## src/rtl/keycode_event_queue.sv

```systemverilog
// Turns the level-style PIO keycode into a FIFO of ordered release/press events.
// Optional auto-repeat presses are enabled by defining KEYQ_REPEAT_EN.
module keycode_event_queue #(
    parameter int STABLE_CYCLES = 16,
    parameter int DEPTH         = 8,
    parameter int REPEAT_DELAY  = 25000000,
    parameter int REPEAT_PERIOD = 5000000
) (
    input  logic                     Clk,
    input  logic                     Reset_n,
    input  logic [7:0]               keycode,
    output logic                     ev_valid,
    input  logic                     ev_ready,
    output logic [7:0]               ev_code,
    output logic                     ev_press,
    output logic                     ev_repeat,
    output logic [$clog2(DEPTH):0]   count,
    output logic                     overflow,
    input  logic                     ovf_clr
);
    localparam int AW = $clog2(DEPTH);
    localparam int CW = AW + 1;
    localparam int SW = (STABLE_CYCLES > 1) ? $clog2(STABLE_CYCLES) : 1;
    localparam logic [SW-1:0] SCNT_MAX = SW'(STABLE_CYCLES - 1);

    typedef enum logic [1:0] {IDLE = 2'd0, EMIT_REL = 2'd1, EMIT_PRS = 2'd2} state_t;

    state_t          state_r;
    logic [7:0]      cand_r, cur_r, old_r, nxt_r;
    logic [SW-1:0]   scnt_r;
    logic            stable_s, accept_s, rfire_s;
    logic            push_s, push_ok_s, pop_s, drop_s, full_s;
    logic [9:0]      push_data_s, head_next_s;
    logic [9:0]      mem_r [DEPTH];
    logic [CW-1:0]   wr_ptr_r, rd_ptr_r, rd_next_s, count_next_s;
    logic [AW-1:0]   wr_idx_s, rd_next_idx_s;
    logic            repeat_on_s;

    assign stable_s = (keycode == cand_r) && (scnt_r == SCNT_MAX);
    assign accept_s = (state_r == IDLE) && stable_s && (cand_r != cur_r);

    // Debounce filter: restart the hold count whenever the PIO value moves.
    always_ff @(posedge Clk or negedge Reset_n) begin
        if (!Reset_n) begin
            cand_r <= 8'h00;
            scnt_r <= {SW{1'b0}};
        end else if (keycode != cand_r) begin
            cand_r <= keycode;
            scnt_r <= {SW{1'b0}};
        end else if (scnt_r != SCNT_MAX) begin
            scnt_r <= scnt_r + SW'(1);
        end else begin
            scnt_r <= scnt_r;
        end
    end

`ifdef KEYQ_REPEAT_EN
    localparam int RMAX = (REPEAT_DELAY > REPEAT_PERIOD) ? REPEAT_DELAY : REPEAT_PERIOD;
    localparam int RW   = $clog2(RMAX + 1);
    localparam logic [RW-1:0] R_DELAY_LAST  = RW'(REPEAT_DELAY - 1);
    localparam logic [RW-1:0] R_PERIOD_LAST = RW'(REPEAT_PERIOD - 1);

    logic [RW-1:0] rcnt_r;
    logic          rfirst_r;

    assign repeat_on_s = 1'b1;

    // Repeat fires only from a settled IDLE with a key held and nothing to accept.
    always_comb begin
        rfire_s = 1'b0;
        if ((state_r == IDLE) && (cur_r != 8'h00) && !accept_s) begin
            rfire_s = rfirst_r ? (rcnt_r == R_DELAY_LAST) : (rcnt_r == R_PERIOD_LAST);
        end else begin
            rfire_s = 1'b0;
        end
    end

    // Repeat timer: long delay before the first repeat, short period afterwards.
    always_ff @(posedge Clk or negedge Reset_n) begin
        if (!Reset_n) begin
            rcnt_r   <= {RW{1'b0}};
            rfirst_r <= 1'b1;
        end else if (accept_s || (cur_r == 8'h00)) begin
            rcnt_r   <= {RW{1'b0}};
            rfirst_r <= 1'b1;
        end else if (rfire_s) begin
            rcnt_r   <= {RW{1'b0}};
            rfirst_r <= 1'b0;
        end else if (state_r == IDLE) begin
            rcnt_r   <= rcnt_r + RW'(1);
        end else begin
            rcnt_r   <= rcnt_r;
        end
    end
`else
    logic unused_repeat_s;
    assign unused_repeat_s = (REPEAT_DELAY == 0) ^ (REPEAT_PERIOD == 0);
    assign rfire_s         = 1'b0;
    assign repeat_on_s     = 1'b0;
`endif

    // Event sequencer: one release and/or one press per accepted change.
    always_ff @(posedge Clk or negedge Reset_n) begin
        if (!Reset_n) begin
            state_r <= IDLE;
            cur_r   <= 8'h00;
            old_r   <= 8'h00;
            nxt_r   <= 8'h00;
        end else begin
            case (state_r)
                IDLE: begin
                    if (accept_s) begin
                        old_r   <= cur_r;
                        cur_r   <= cand_r;
                        nxt_r   <= cand_r;
                        state_r <= (cur_r != 8'h00) ? EMIT_REL : EMIT_PRS;
                    end else begin
                        state_r <= IDLE;
                    end
                end
                EMIT_REL: state_r <= (nxt_r != 8'h00) ? EMIT_PRS : IDLE;
                EMIT_PRS: state_r <= IDLE;
                default:  state_r <= IDLE;
            endcase
        end
    end

    // Push request and payload {repeat, press, code} from the sequencer state.
    always_comb begin
        push_s      = 1'b0;
        push_data_s = 10'h000;
        case (state_r)
            IDLE: begin
                if (rfire_s) begin
                    push_s      = 1'b1;
                    push_data_s = {2'b11, cur_r};
                end else begin
                    push_s      = 1'b0;
                end
            end
            EMIT_REL: begin
                push_s      = 1'b1;
                push_data_s = {2'b00, old_r};
            end
            EMIT_PRS: begin
                push_s      = 1'b1;
                push_data_s = {2'b01, nxt_r};
            end
            default: push_s = 1'b0;
        endcase
    end

    assign full_s        = (count == CW'(DEPTH));
    assign pop_s         = ev_valid && ev_ready;
    assign push_ok_s     = push_s && (!full_s || pop_s);
    assign drop_s        = push_s && !push_ok_s;
    assign wr_idx_s      = wr_ptr_r[AW-1:0];
    assign rd_next_s     = rd_ptr_r + CW'(pop_s);
    assign rd_next_idx_s = rd_next_s[AW-1:0];
    assign count_next_s  = count + CW'(push_ok_s) - CW'(pop_s);
    // Indices only collide when the queue drains to empty, so the push becomes the head.
    assign head_next_s   = (push_ok_s && (wr_idx_s == rd_next_idx_s)) ? push_data_s
                                                                       : mem_r[rd_next_idx_s];

    // FIFO storage, pointers, registered head view and sticky overflow.
    always_ff @(posedge Clk or negedge Reset_n) begin
        if (!Reset_n) begin
            for (int i = 0; i < DEPTH; i++) mem_r[i] <= 10'h000;
            wr_ptr_r  <= {CW{1'b0}};
            rd_ptr_r  <= {CW{1'b0}};
            count     <= {CW{1'b0}};
            ev_valid  <= 1'b0;
            ev_code   <= 8'h00;
            ev_press  <= 1'b0;
            ev_repeat <= 1'b0;
            overflow  <= 1'b0;
        end else begin
            if (push_ok_s) begin
                mem_r[wr_idx_s] <= push_data_s;
                wr_ptr_r        <= wr_ptr_r + CW'(1);
            end else begin
                wr_ptr_r        <= wr_ptr_r;
            end
            rd_ptr_r <= rd_next_s;
            count    <= count_next_s;
            if (count_next_s != {CW{1'b0}}) begin
                ev_valid  <= 1'b1;
                ev_code   <= head_next_s[7:0];
                ev_press  <= head_next_s[8];
                ev_repeat <= head_next_s[9] & repeat_on_s;
            end else begin
                ev_valid  <= 1'b0;
                ev_code   <= 8'h00;
                ev_press  <= 1'b0;
                ev_repeat <= 1'b0;
            end
            if (drop_s)       overflow <= 1'b1;
            else if (ovf_clr) overflow <= 1'b0;
            else              overflow <= overflow;
        end
    end
endmodule

```

## config.mk

```make
export PLATFORM = sky130hd
export DESIGN_NAME = keycode_event_queue
export DESIGN_NICKNAME = d
export VERILOG_FILES = /design/src/rtl/keycode_event_queue.sv
export SDC_FILE = /design/constraint.sdc
export NUM_CORES = 1
export LEC_CHECK = 0
export CAP_MARGIN = 20
export CORE_MARGIN = 2
export CORE_UTILIZATION = 60
export CTS_CLUSTER_DIAMETER = 150
export DETAILED_ROUTE_END_ITERATION = 12
export PLACE_DENSITY_LB_ADDON = 0.08
export SETUP_SLACK_MARGIN = 0.02
export SYNTH_ARGS = -nofsm -noshare
export SYNTH_HDL_FRONTEND = slang
export SYNTH_SLANG_ARGS = --single-unit
```

## constraint.sdc

```tcl
create_clock -name Clk -period 3.7 [get_ports Clk]
set_input_delay 1.11 -clock Clk [delete_from_list [all_inputs] [get_ports Clk]]
set_output_delay 1.11 -clock Clk [all_outputs]
set_load 0.05 [all_outputs]
```

### After elaboration in Yosys (flattened, before gate mapping)

Cells that the tools add are included.

| word-level totals | value |
|---|---|
| register bits | 133 |
| output and inout bits | 16 |

| operators by class | value |
|---|---|
| equality and inequality tests | 9 |
| mux-type cells | 20 |
| add/subtract/negate cells | 5 |
| reduce and logical (&&, ||, !) cells | 18 |
| bitwise gates (word level) | 2 |
| order comparisons | 3 |

Operator list:

| operator | count |
|---|---|
| 80-bit bitwise mux | 1 |
| 10-bit binary-select mux with 3-bit select | 1 |
| 10-bit demux with 3-bit select | 1 |
| 9-bit 2-to-1 mux | 3 |
| 9-bit case mux with 2 select lines | 1 |
| 8-bit inequality test | 2 |
| 10-bit 2-to-1 mux | 1 |
| 4-bit by 1-bit adder with 4-bit output | 2 |
| 4-bit by 1-bit adder with 4-bit output (second input constant) | 2 |
| 4-bit == test (second input constant) | 2 |
| 8-bit == test | 1 |
| 4-bit >= comparator (second input constant) | 2 |
| 1-bit logical AND | 8 |
| 4-bit 2-to-1 mux | 2 |
| 8-bit 2-to-1 mux | 1 |
| 3-bit inverter with 4-bit output | 2 |
| 8-bit nonzero test | 1 |
| 2-bit 2-to-1 mux | 3 |
| 1-bit 2-to-1 mux | 5 |
| 4-bit by 1-bit < comparator with 1-bit output (second input constant) | 1 |
| 4-bit inequality test (second input constant) | 1 |
| 2-bit case mux with 2 select lines | 1 |
| 2-bit nonzero test | 2 |
| 4-bit nonzero test | 1 |
| 9 further kinds | 10 |

### Logic depth before layout (Yosys ltp)

Gate-level depths: netlist (run 1).

| logic depth | value |
|---|---|
| depth in word-level cells | 8 |
| depth in mapped cells | 12 |
| mapped depth without buffers | 12 |

### Worst setup path after synthesis (run 1)

Ideal clock, no wire load.

| timing path | value |
|---|---|
| kind | input-to-reg |
| from | input ev_ready |
| to | register ev_press |
| path buffers | 0 |
| required time | 3549 ps |
| arrival | 3516 ps |
| slack | 33 ps |
| stages | 11 |
| cell sequence | a211oi_1 a21boi_4 inv_4 ha_1 inv_1 ha_1 inv_1 fa_1 inv_1 nor4_2 nor2_1 |

RTL lines:

| what | RTL line | source |
|---|---|---|
| start: declaration | 13 | `input logic ev_ready,` |
| 1-bit logical AND * | 154 | `assign pop_s = ev_valid && ev_ready;` |
| 1-bit logical OR | 155 | `assign push_ok_s = push_s && (!full_s \|\| pop_s);` |
| 1-bit logical AND | 155 |  |
| 4-bit by 1-bit adder with 4-bit output | 160 | `assign count_next_s = count + CW'(push_ok_s) - CW'(pop_s);` |
| 4-bit by 1-bit subtractor with 4-bit output * | 160 |  |
| named net count_next_s[1] | 35 | `logic [CW-1:0] wr_ptr_r, rd_ptr_r, rd_next_s, count_next_s;` |
| 4-bit nonzero test * | 186 | `if (count_next_s != {CW{1'b0}}) begin` |
| 1-bit 2-to-1 mux * | 186 |  |
| end signal: assignment | 189 | `ev_press <= head_next_s[8];` |
| end: declaration | 15 | `output logic ev_press,` |

Mark *: on every way through the listed nets, which the timed path passes. The rest lies on a longest branch. The select of a mux whose other input is x is not followed.
A chain may end at the register's enable or synchronous reset.

### Final worst setup path (run 1)

| timing path | value |
|---|---|
| from | input ev_ready |
| to | register ev_code[2] |

RTL lines:

| what | RTL line | source |
|---|---|---|
| 1-bit logical AND * | 154 |  |
| 1-bit logical OR | 155 |  |
| 1-bit logical AND | 155 |  |
| 4-bit by 1-bit adder with 4-bit output | 160 |  |
| 4-bit by 1-bit subtractor with 4-bit output * | 160 |  |
| named net count_next_s[1] | 35 |  |
| 4-bit nonzero test * | 186 |  |
| 8-bit 2-to-1 mux * | 186 |  |
| end signal: assignment | 188 | `ev_code <= head_next_s[7:0];` |
| end: declaration | 14 | `output logic [7:0] ev_code,` |

Marked as above.

==> metrics.md, run 1 <==
| Metric | Value |
|---|---|
| Unrepaired setup endpoints after global routing | false |
| Final instance area | 6760 um^2 |
| Critical path class | in -> reg |
| Syn Inst Count | 439 |
| Vias post-DR | 3,544 |
| Post-Route WL | 11,800 um |
| Crit Reg-Reg Startpoint | state_r[1] |
| Ports | 28 |
| Worst Setup SP | ev_ready |
| Area Growth Syn to Fin | 18.8% |
| Max FO, Critical Path | 10 |
| Hold buffers post-CTS | 0 |
| Final worst-path setup slack | 343 ps |
| Gr ovfl total | 0 |
| Pre-antenna DRT Iters | 5 |
| Max-slew headroom | 0.625 |
| Global-route usage over all layers | 0.262 |
| Largest net degree at the start of global routing | 57 |
| Vias in the first global route | 3,783 |
| Worst path required time | 4090 ps |
| CTS tree | done |
| Antenna Nets Post-Route | 0 |
| DRC viols | 0 |
| Worst skew pair latency | 520 ps |
| PwrDens | 569 nW/um^2 |
| Vias/cell | 5.72 |
| Max Freq | 0.298 GHz |
| DP HPWL | 8060 um |
| Synth area leader | dfrtp_1 |
| Post-synthesis sequential area ratio | 0.541 |
| Setup Fix Bufs, Post-CTS | 0 |
| Synth unique cells | 39 |
| Clock sink count | 123 |
| Final layout net count | 505 |
| CTS clk-pin slew, worst paths | 50 ps |
| Synth cell count leaders | dfrtp_1, mux2_2, nand2_1, o21ai_0, clkbuf_1 |
| Setup-failing EPs final | 0 |
| VDD IR-drop max | 0.000596 V |
| Number of diodes | 0 |
| Place WS | -144 ps |
| Layout fillers | 623 |
| Share of the synthesized area in the top cell type | 0.541 |
| Die width | 101 um |
| Area of the die | 10,300 um^2 |
| Hold path endpoint | mem_r[7] |
| Status | completed |
| Initial antenna violation count | 0 |
| Crit share post-route | 0.907 |
| FF-to-FF End | ev_code[2] |
| Hold Violations, Final | 0 |
| Core footprint | 9240 um^2 |
| Hold path startpoint | mem_r[7] |
| Synth async-reset ratio | 1.00 |
| Number of max-cap violations | 0 |
| Wire length per cell | 19.1 um |
| CP Capture Type | flip-flop |
| PostCTS Resize Cnt | 0 |
| Row count | 35 |
| Crit path time final | 3360 ps |
| Synth Register Bits | 123 |
| Post-synth EDFFs | 0 |
| Multi-input gate area | 2450 um^2 |
| R2R depth | 13 |
| Total power | 3.85 mW |
| Most used DFF post-synth | dfrtp_1 |
| Root Buffer | clkbuf_8 |
| Avg Inst Size Synth | 13.0 um^2 |
| Max clock buf depth | 2 |
| Mapped cell area | 5690 um^2 |
| Count of warnings emitted by yosys | 0 |
| Reg area | 3080 um^2 |
| Hold Path Class | reg -> reg |
| Actual slew at the worst max-slew pin | 563 ps |
| Initial core utilization | 0.616 |
| DRT iter0 DRCs | 152 |
| FF-to-FF setup slack | 790 ps |
| First-pass GRT wire length | 19,900 um |
| Net Count, Synth | 465 |
| GPL Wtd Cong | 0.833 |
| Worst Path Arrival | 3740 ps |
| CP startpoint kind | input pin |
| Leakage | 3.05 nW |
| Slew Viols, Final | 0 |
| H-tree levels | 4 |
| Count leader, synth | dfrtp_1 |
| Cells on Worst Hold Path | 2 |
| Worst Skew | 7.98 ps |
| Top cells by area, synth | dfrtp_1, mux2_2, mux4_2, nand2_1, o21ai_0 |
| Port bufs | 26 |
| Area after DPL | 6200 um^2 |
| Share of layout cells above drive strength 1 | 0.277 |
| CTS Buf Count | 17 |
| Die Y | 101 um |
flip-flops by register name, indices dropped and copies added (netlist names):
register and cells:
cand_r 8, count 4, ev_code 8, ev_press 1, ev_valid 1, mem_r 72, nxt_r 8, old_r 8
overflow 1, rd_ptr_r 3, scnt_r 4, state_r 2, wr_ptr_r 3
report_power, final:
part / internal, mW / switching (mW)
registers: 1.40 / 0.0353
logic: 0.350 / 0.509
clock network: 0.998 / 0.558
total: 2.75 / 1.10
worst max path at each step:
stage | end | slack [ps] | cells after the start
2_1_floorplan | ev_press | 30 | 11
3_3_place_gp | ev_code[4] | -10 | 14
3_5_place_dp | ev_code[2] | -140 | 14
4_1_cts | ev_code[2] | 330 | 14
5_1_grt | ev_code[5] | 190 | 14
6_report | ev_code[2] | 340 | 14
routing by layer:
metal	GRT usage	vias up	routed length [um]
li1	-	1643	-
met1	0.347	1816	5250
met2	0.423	74	5960
met3	0.0807	11	432
met4	0.0728	0	167
met5	0	-	0
area by class of cell:
class                           instances  share of cell area
Sequential cell                       123               0.455
Clock buffer                           22              0.0685
Tap cell                              129              0.0239
Timing Repair Buffer                   47              0.0689
Multi-Input combinational cell        278               0.362
Clock inverter                          9              0.0141
Inverter                               12             0.00703
worst max-delay path, cell delays in order:
cell	delay, ps
clkdlybuf4s50_1	480
a211oi_1	90
buf_4	160
a21boi_4	180
inv_4	40
ha_1	280
inv_1	60
ha_1	160
inv_1	60
fa_1	480
inv_1	60
nor4_2	290
buf_4	220
a211oi_1	70
placed cells by master, fill, tap and decap left out, drive strengths merged, types with 4 or more instances in the layout:
cell           count
nand3              4
buf               22
nor4               6
mux2              57
clkinv             8
xnor2             15
ha                13
inv               11
o21ai             33
nor2               9
nand2             47
and2              17
xor2              10
a22o               8
nand4              4
a211oi            18
clkbuf            22
clkdlybuf4s50     25
dfrtp            123
mux4              18
cells by family (layout without fill, tap and decap cells):
group / count (synthesis) / after routing / share of synthesized area
AO/OA/AOI/OAI: 65 / 65 / 0.0754
XOR/XNOR: 25 / 25 / 0.0385
adder cells (fa/ha/maj): 14 / 14 / 0.0321
buffers and inverters: 38 / 90 / 0.0288
flip-flops: 123 / 123 / 0.541
multiplexers: 77 / 77 / 0.188
other: 1 / 1 / 0.000659
AND/OR/NAND/NOR: 96 / 96 / 0.0961
through the flow:
stage,TNS [ps],util,hold WS [ps],cells
6_report,0,0.731,477,620
5_1_grt,0,0.731,503,620
4_1_cts,0,0.731,481,620
3_5_place_dp,-1300,0.671,469,589
3_3_place_gp,-66.3,0.671,456,589
2_1_floorplan,0,-,445,439
Power figures use the tool's default switching activity.
==> inputs of run 2 (changes only) <==
Settings changed: CORE_MARGIN 2 to 4.
==> run 2 against run 1 <==
  * Routed wire length is 4.5% lower
  * Combinational power fell by 4.5%
  * Core utilization fell by 0.34 points
  * Sequential power is essentially flat
  * Power is 1.6% lower
  * Worst hold slack improved by 1.0 ps
  * Critical path depth is the same
  * Critical path type unchanged
  * Critical endpoint is now ev_code[4]
  * Largest cell class unchanged
  * Largest power group unchanged
==> metrics.md, run 2 (synthesis results as in run 1) <==
| Metric | Value |
|---|---|
| Most common cell after layout, fill and taps aside | dfrtp_1 |
| Area Growth Syn to Fin | 18.2% |
| First-pass GRT wire length | 19,300 um |
| P_sw | 1.07 mW |
| Worst skew pair latency | 520 ps |
| Max incr delay on CP | 480 ps |
| GPL Wtd Cong | 0.807 |
| Setup-failing EPs final | 0 |
| Core footprint | 9240 um^2 |
| Die width | 105 um |
| CTS clk-pin slew, worst paths | 50 ps |
| Setup Fix Bufs, Post-CTS | 0 |
| Largest delay contributor family on the critical path | buffers and inverters |
| Switch share | 0.283 |
| Antenna Nets Post-Route | 0 |
| Max clock buf depth | 2 |
| Largest net degree at the start of global routing | 64 |
| CP Cell Sequence | clkdlybuf4s50_1 > a211oi_1 > buf_4 > a21boi_4 > inv_4 > ha_1 > inv_1 > ha_1 > inv_1 > fa_1 > inv_1 > nor4_2 > buf_4 > a211oi_1 |
| CP dominant cell by count | inv_1 |
| Max Freq | 0.310 GHz |
| CTS tree | done |
| Crit path time final | 3230 ps |
| Leakage | 3.04 nW |
| Crit-path slowest cell | fa_1 |
| Clock power share | 0.405 |
| Root Buffer | clkbuf_8 |
| PwrDens | 563 nW/um^2 |
| Max FO, Critical Path | 10 |
| Worst Skew | 10.3 ps |
| Initial core utilization | 0.616 |
| Post-Route WL | 11,300 um |
| CP Capture Type | flip-flop |
| Area of the die | 11,100 um^2 |
| Gr ovfl total | 0 |
| DRT iter0 DRCs | 167 |
| Global-route usage over all layers | 0.228 |
| Final instance area | 6730 um^2 |
| Comb pwr share | 0.217 |
| Hold buffers post-CTS | 0 |
| Hold Path Class | reg -> reg |
| Worst Path Arrival | 3620 ps |
| Die Y | 105 um |
| Clock sink count | 123 |
| DRC viols | 0 |
| Reg with most FFs | mem_r |
| Row count | 35 |
| Initial antenna violation count | 0 |
| Pre-antenna DRT Iters | 5 |
| Max reg flops | 72 |
| Worst path required time | 4090 ps |
| Critical path class | in -> reg |
| Final layout net count | 504 |
| Number of diodes | 0 |
| VDD IR-drop max | 0.000434 V |
| Ports | 28 |
| CTS Buf Count | 17 |
| PostCTS Resize Cnt | 0 |
| Hold Violations, Final | 0 |
| Status | completed |
| WP buf/inv | 7 |
| Most frequent cells in the layout | dfrtp_1, mux2_2, nand2_1 |
| Unrepaired setup endpoints after global routing | false |
| Number of max-cap violations | 0 |
| Area after DPL | 6180 um^2 |
| Vias post-DR | 3,551 |
| Share of layout cells above drive strength 1 | 0.274 |
| Layout fillers | 608 |
| Actual slew at the worst max-slew pin | 526 ps |
| Int Pwr | 2.71 mW |
| Slew Viols, Final | 0 |
| Vias/cell | 5.75 |
| Final core utilization | 0.728 |
| Crit share post-route | 0.873 |
| Port bufs | 26 |
| Vias in the first global route | 3,737 |
| DP HPWL | 7660 um |
| Wire length per cell | 18.3 um |
| Max-slew headroom | 0.649 |
| H-tree levels | 4 |
| Part of the power in registers | 0.378 |
| CP startpoint kind | input pin |
-- run 2: cell count changes in the layout (fill, tap and decap cells not counted), sizes merged --
cell,delta
clkbuf,-1
buf,-1
clkinvlp,+1
clkinv,-1
-- run 2: area by class of cell --
type                            instances  area (um^2)  share of cell area
Tap cell                              129          161              0.0240
Timing Repair Buffer                   46          445              0.0662
Clock inverter                          9         97.6              0.0145
Sequential cell                       123         3080               0.458
Multi-Input combinational cell        278         2450               0.364
Inverter                               12         47.5             0.00707
Clock buffer                           21          449              0.0668
-- run 2: worst paths after layout --
kind / slack (ps) / to / from / depth (start not counted)
setup / recovery: 470 / ev_code[4] / ev_ready / 14
hold / removal: 480 / mem_r[11] / mem_r[11] / 2
setup reg to reg: 880 / ev_code[4] / state_r[1] / 13
hold reg to reg: 480 / mem_r[11] / mem_r[11] / 2
max in group asynchronous: 2430 / scnt_r[0] / Reset_n / 2
min in group asynchronous: 500 / mem_r[7] / Reset_n / 1
-- run 2: layer usage --
metal / wire (um) / share of wire / vias to the layer above / global-route usage
met5: 0 / 0 / - / 0
met4: 142 / 0.013 / 0 / 0.0862
met3: 565 / 0.050 / 12 / 0.0594
met2: 5620 / 0.50 / 79 / 0.367
met1: 4960 / 0.44 / 1827 / 0.299
li1: - / - / 1633 / -
-- run 2: stage by stage --
stage	hold WS, ps	setup slack, ps	std cells	TNS [ps]	total power [mW]
2_1_floorplan	445	33.4	439	0	2.00
3_3_place_gp	457	-1.96	588	-5.42	2.28
3_5_place_dp	469	-59.5	588	-463	2.29
4_1_cts	481	475	618	0	3.82
5_1_grt	505	308	618	0	3.94
6_report	478	470	618	0	3.78
-- run 2: tightest hold or removal path, cell delays in order (launching register included) --
cell	delay [ps]
dfrtp_1	340
nand2_1	40
o21ai_0	60
-- run 2: power groups by stage --
stage,Combinational (mW),Clock [mW],Sequential [mW]
final,0.820,1.53,1.43
after global routing,0.889,1.62,1.44
after CTS,0.832,1.56,1.43
after detailed placement,0.835,0,1.45
after global placement,0.822,0,1.45
after floorplan,0.466,0,1.53
